--- src/rtl/interp_pkg.sv ---
// Shared constants for the interpolator family: mode encodings, default widths, pipeline depth.
package interp_pkg;

    localparam int unsigned INTERP_INW     = 28;
    localparam int unsigned INTERP_CTRBITS = 32;
    localparam int unsigned INTERP_MPYBITS = 16;
    localparam int unsigned INTERP_LATENCY = 4;

    typedef enum logic {
        INTERP_NEAREST = 1'b0,
        INTERP_LINEAR  = 1'b1
    } interp_mode_e;

endpackage

--- src/rtl/interp_mpy.sv ---
// Registered signed x unsigned multiplier; kept separate so a DSP-mapped version can replace it.
module interp_mpy #(
    parameter int unsigned AW = 29,
    parameter int unsigned BW = 16
) (
    input  logic                 i_clk,
    input  logic                 i_areset_n,
    input  logic                 i_ce,
    input  logic signed [AW-1:0] i_a,
    input  logic        [BW-1:0] i_b,
    output logic signed [AW+BW:0] o_p
);

    // Both operands widened to the product width so the multiply wraps correctly.
    logic signed [AW+BW:0] a_ext;
    logic signed [AW+BW:0] b_ext;

    assign a_ext = {{(BW+1){i_a[AW-1]}}, i_a};
    assign b_ext = {{(AW+1){1'b0}}, i_b};

    always_ff @(posedge i_clk or negedge i_areset_n) begin
        if (!i_areset_n) begin
            o_p <= '0;
        end else if (i_ce) begin
            o_p <= a_ext * b_ext;
        end
    end

endmodule

--- src/rtl/linearinterp.sv ---
// Rate-raising nearest/linear interpolator with phase accumulator and two-sample history.
// Define LINEARINTERP_ROUND_EN for round-half-up in linear mode (default: truncate toward -inf).
module linearinterp
    import interp_pkg::*;
#(
    parameter int unsigned INW     = INTERP_INW,
    parameter int unsigned CTRBITS = INTERP_CTRBITS,
    parameter int unsigned MPYBITS = INTERP_MPYBITS
) (
    input  logic                  i_clk,
    input  logic                  i_areset_n,
    input  logic                  i_ce,
    input  logic [CTRBITS-1:0]    i_step,
    input  logic                  i_mode,
    input  logic                  i_valid,
    input  logic signed [INW-1:0] i_data,
    output logic                  o_ready,
    output logic                  o_ce,
    output logic signed [INW-1:0] o_data,
    output logic                  o_underflow
);

    localparam int unsigned PW = INW + MPYBITS + 2;

    logic [CTRBITS-1:0]    r_phase;
    logic signed [INW-1:0] r_x0, r_x1;
    logic [CTRBITS:0]      phase_sum;
    logic                  carry;
    logic signed [INW-1:0] x0_nxt, x1_nxt;

    logic                  s1_valid, s1_mode;
    logic [MPYBITS-1:0]    s1_frac;
    logic signed [INW-1:0] s1_x0, s1_x1;

    logic                  s2_valid, s2_mode;
    logic [MPYBITS-1:0]    s2_frac;
    logic signed [INW:0]   s2_diff;
    logic signed [INW-1:0] s2_x0, s2_x1;

    logic                  s3_valid, s3_mode, s3_half;
    logic signed [INW-1:0] s3_x0, s3_x1;
    logic signed [PW-1:0]  s3_prod, prod_adj;
    logic signed [INW-1:0] lin;

    assign phase_sum = {1'b0, r_phase} + {1'b0, i_step};
    assign carry     = phase_sum[CTRBITS];
    assign o_ready   = i_ce & carry & i_valid;

    // Stage 1 sees the history as it will be after this strobe's update.
    assign x0_nxt = o_ready ? r_x1   : r_x0;
    assign x1_nxt = o_ready ? i_data : r_x1;

    always_ff @(posedge i_clk or negedge i_areset_n) begin
        if (!i_areset_n) begin
            r_phase     <= '0;
            r_x0        <= '0;
            r_x1        <= '0;
            o_underflow <= 1'b0;
            s1_valid    <= 1'b0;
            s1_mode     <= 1'b0;
            s1_frac     <= '0;
            s1_x0       <= '0;
            s1_x1       <= '0;
            s2_valid    <= 1'b0;
            s2_mode     <= 1'b0;
            s2_frac     <= '0;
            s2_diff     <= '0;
            s2_x0       <= '0;
            s2_x1       <= '0;
            s3_valid    <= 1'b0;
            s3_mode     <= 1'b0;
            s3_half     <= 1'b0;
            s3_x0       <= '0;
            s3_x1       <= '0;
            o_ce        <= 1'b0;
            o_data      <= '0;
        end else begin
            if (i_ce) begin
                r_phase <= phase_sum[CTRBITS-1:0];
                r_x0    <= x0_nxt;
                r_x1    <= x1_nxt;
                s1_frac <= phase_sum[CTRBITS-1 -: MPYBITS];
                s1_x0   <= x0_nxt;
                s1_x1   <= x1_nxt;
                s1_mode <= i_mode;
            end
            if (i_ce && carry && !i_valid) begin
                o_underflow <= 1'b1;
            end
            s1_valid <= i_ce;

            s2_valid <= s1_valid;
            if (s1_valid) begin
                s2_diff <= {s1_x1[INW-1], s1_x1} - {s1_x0[INW-1], s1_x0};
                s2_frac <= s1_frac;
                s2_x0   <= s1_x0;
                s2_x1   <= s1_x1;
                s2_mode <= s1_mode;
            end

            s3_valid <= s2_valid;
            if (s2_valid) begin
                s3_half <= s2_frac[MPYBITS-1];
                s3_x0   <= s2_x0;
                s3_x1   <= s2_x1;
                s3_mode <= s2_mode;
            end

            o_ce <= s3_valid;
            if (s3_valid) begin
                if (s3_mode == INTERP_LINEAR) begin
                    o_data <= lin;
                end else begin
                    o_data <= s3_half ? s3_x1 : s3_x0;
                end
            end
        end
    end

    interp_mpy #(
        .AW (INW + 1),
        .BW (MPYBITS)
    ) u_mpy (
        .i_clk      (i_clk),
        .i_areset_n (i_areset_n),
        .i_ce       (s2_valid),
        .i_a        (s2_diff),
        .i_b        (s2_frac),
        .o_p        (s3_prod)
    );

`ifdef LINEARINTERP_ROUND_EN
    assign prod_adj = s3_prod + {{(PW-MPYBITS){1'b0}}, 1'b1, {(MPYBITS-1){1'b0}}};
`else
    assign prod_adj = s3_prod;
`endif

    // Convex combination of x0 and x1, so the truncated sum always fits INW.
    assign lin = s3_x0 + INW'(prod_adj >>> MPYBITS);

endmodule

--- config.mk ---
export PLATFORM = sky130hd
export DESIGN_NAME = linearinterp
export DESIGN_NICKNAME = d
export VERILOG_FILES = /design/src/rtl/interp_pkg.sv /design/src/rtl/interp_mpy.sv /design/src/rtl/linearinterp.sv
export SDC_FILE = /design/constraint.sdc
export NUM_CORES = 2
export LEC_CHECK = 0
export BUFFER_PORTS_ARGS = -buffer_cell sky130_fd_sc_hd__clkbuf_2
export CAP_MARGIN = 20
export CORE_MARGIN = 5
export CORE_UTILIZATION = 50
export CTS_CLUSTER_DIAMETER = 100
export DETAILED_ROUTE_END_ITERATION = 7
export PLACE_DENSITY_LB_ADDON = 0.25
export SLEW_MARGIN = 10
export SYNTH_ARGS = -nofsm -noshare
export SYNTH_HDL_FRONTEND = slang
export SYNTH_SLANG_ARGS = --single-unit
--- constraint.sdc ---
create_clock -name i_clk -period 6.2 [get_ports i_clk]
set_input_delay 0.93 -clock i_clk [delete_from_list [all_inputs] [get_ports i_clk]]
set_output_delay 0.93 -clock i_clk [all_outputs]
set_load 0.005 [all_outputs]
==> reports/qor.txt <==
Max Cap Violations -> 0
HP Class -> primary input to asynchronous set/reset pin
Post-route ant nets -> 0
DRC errors left -> 0
Highest clock rate -> 0.153 GHz
Final hold violations -> 0
Tmin final -> 6.52 ns
Reg2reg path depth -> 21
Final Slew Violations -> 0
Outcome -> finished with violations
Most used flip-flop cell after synthesis -> dfrtp_1
WP data arrival -> 6.95 ns
Yosys reg bits -> 310
Antenna Cells -> 0
TritonCTS clock tree -> built
Synthesized netlist cell count -> 3109
Final net count -> 4047
Top cells by count, synth -> inv_1 (565), fa_1 (436), nand2_1 (332)
Largest net degree at the start of global routing -> 123
Yosys cell types -> 72
Die Span Y -> 260 um
Share of flip-flops with an asynchronous set or reset -> 1.00
Setup Skew -> 0.0254 ns
Avg Inst Size Synth -> 10.1 um^2
Routed WL -> 76100 um
Detailed Route Iter0 Violations -> 1093
CP dominant cell by count -> fa_1
Clk sinks -> 310
Total global-route track usage -> 0.232
Die Area -> 67800 um^2
Chip Width -> 260 um
Slew HR -> 0.332
Vias in the first global route -> 24700
Io pins -> 96
Violated checks -> negative setup slack
Synth-to-Final Area Change -> 15.4%
CP Launch Type -> register
Row cnt -> 91
Clock Pin Slew Worst Setup and Hold Paths -> 0.07 ns
Post-synth EDFFs -> 0
Pre-CTS setup slack -> -0.919 ns
Hold buffer count at CTS -> 0
Slowest stage delay, CP -> 0.54 ns
WL per Instance -> 18.0 um
Crit end category -> register
Slowest-stage cell, CP -> fa_1
Setup ws final -> -0.315 ns
Post-DP HPWL -> 60100 um
Fraction of layout cells with a size suffix above 1 -> 0.222
Vias per inst -> 5.32
RSZ-0062 raised after global routing -> yes
Critical Path RT -> 6.64 ns
Drt pass-1 iters -> 6
Critical Path, Cell by Cell -> and2_4 > fa_1 > fa_1 > fa_1 > fa_1 > fa_1 > inv_1 > fa_1 > inv_2 > ha_4 > a21o_1 > a21o_1 > a21o_1 > a311o_1 > a22o_1 > o41ai_4 > buf_4 > nand2_4 > a21bo_1 > a2111o_1 > a31o_1
Ys Warns -> 0
Area contributors post-synth -> fa_1 (28%), dfrtp_1 (25%), mux2_2 (9.1%), ha_1 (7.6%), inv_1 (6.8%)
CTS Buffer Depth -> 3
Slew of the pin with the lowest slew margin -> 1.00 ns
Fin crit share -> 1.05
Starting Density -> 0.506
CTS buffer count -> 38
DP Cell Count -> 4121
RePlAce Congestion -> 0.950
Sequential-to-total area share from yosys stat -> 0.248
Skew-Pair Late Insertion Delay -> 0.57 ns
DR vias -> 22500
Setup violations, final -> 12
Top cell type by total area after synthesis -> fa_1
# H-tree levels -> 2
Yosys top cell area share -> 0.279
First-pass GRT wire length -> 127000 um
Initial antenna violation count -> 0
Crit path max fanout -> 9
Syn nets -> 3801
Remaining global-route overflow -> 0
Synth Cell Area -> 31300 um^2
I/O Buffers -> 95
Non-Filler Instances -> 4222
Core Region -> 61900 um^2
Crit path kind -> register to register
Root Buffer -> clkbuf_16
Count leader, synth -> inv_1
[placed cells by master, fill, tap and decap left out, types with 32 or more instances in the layout]
cell type,n
ha_1,181
and2_1,189
o21ai_0,71
nor2_1,90
fa_1,419
mux2_2,252
dfrtp_1,289
clkbuf_16,38
clkbuf_2,96
inv_1,554
xor2_1,32
nand2_1,331
xnor2_1,68
buf_4,198
a21o_1,40
a21oi_1,105
[kinds of logic after synthesis]
kind of cell	share of synthesized area
flip-flops	0.248
XOR/XNOR	0.0282
adder cells (fa/ha/maj)	0.355
AND/OR/NAND/NOR	0.113
AO/OA/AOI/OAI	0.0731
multiplexers	0.0995
buffers and inverters	0.0836
[critical path: cells and delay by family (launching register included)]
kind,cells,cell delay (ns)
DFF,1,0.49
and+or+nand+nor,2,0.24
AOI/OAI and AO/OA,9,2.02
buffers and inverters,3,0.30
adders and majority gates,7,3.32
[worst paths after layout]
kind	from	end	slack, ns
max in group asynchronous	i_areset_n	s2_diff[11]$_DFFE_PN0P_	4.37
min in group i_clk	s2_x0[10]$_DFFE_PN0P_	s3_x0[10]$_DFFE_PN0P_	0.49
min	i_areset_n	r_phase[1]$_DFFE_PN0P_	0.32
max reg2reg	s2_diff[6]$_DFFE_PN0P_	u_mpy.o_p[42]$_DFFE_PN0P_	-0.32
min reg2reg	s2_x0[10]$_DFFE_PN0P_	s3_x0[10]$_DFFE_PN0P_	0.49
max	s2_diff[6]$_DFFE_PN0P_	u_mpy.o_p[42]$_DFFE_PN0P_	-0.32
[sequential cells by signal, indices dropped and copies added, names as in the netlist]
register,count
s1_x1,28
s2_x1,28
s3_valid,1
s1_x0,28
s2_diff,29
o_data,28
o_underflow,1
o_ce,1
s2_x0,28
s1_valid,1
s2_mode,1
s2_valid,1
s3_half,1
s3_x0,28
s1_mode,1
u_mpy.o_p,28
s3_x1,28
s3_mode,1
s2_frac,16
r_phase,32
[routing by layer]
metal | track usage | vias up | wire length (um)
met3 | 0.0269 | 173 | 2970
met4 | 0.0933 | 0 | 3470
met5 | 0 | - | 0
met1 | 0.286 | 11500 | 30500
met2 | 0.419 | 486 | 39200
li1 | - | 10300 | -
[layout make-up]
class                      count  area (um^2)
sequential                   310         7790
clock buffer                  50         1060
multi-input combinational   2109        21300
timing repair buffer         330         2550
tap                          837         1050
clock inverter                20          244
fill                        5377        25800
inverter                     566         2120
[stage by stage]
stage | TNS, ns | util | hold WS (ns) | cell area (um^2)
2_1_floorplan | -0.205 | - | 0.352 | 31400
3_3_place_gp | -12.48 | 0.551 | 0.482 | 34200
3_5_place_dp | -14.11 | 0.552 | 0.485 | 34200
4_1_cts | -3.11 | 0.578 | 0.321 | 35800
5_1_grt | -5.42 | 0.584 | 0.343 | 36100
6_report | -2.72 | 0.584 | 0.317 | 36100
[what timing repair did]
action,CTS,global route
gates resized for setup,60,58
setup buffers,14,19
pin swaps,29,53
endpoints found under the setup margin,28,23
Power is left out: the tool's default activity adds up to more than one toggle a clock period on the data nets, which glitch-free logic cannot reach.
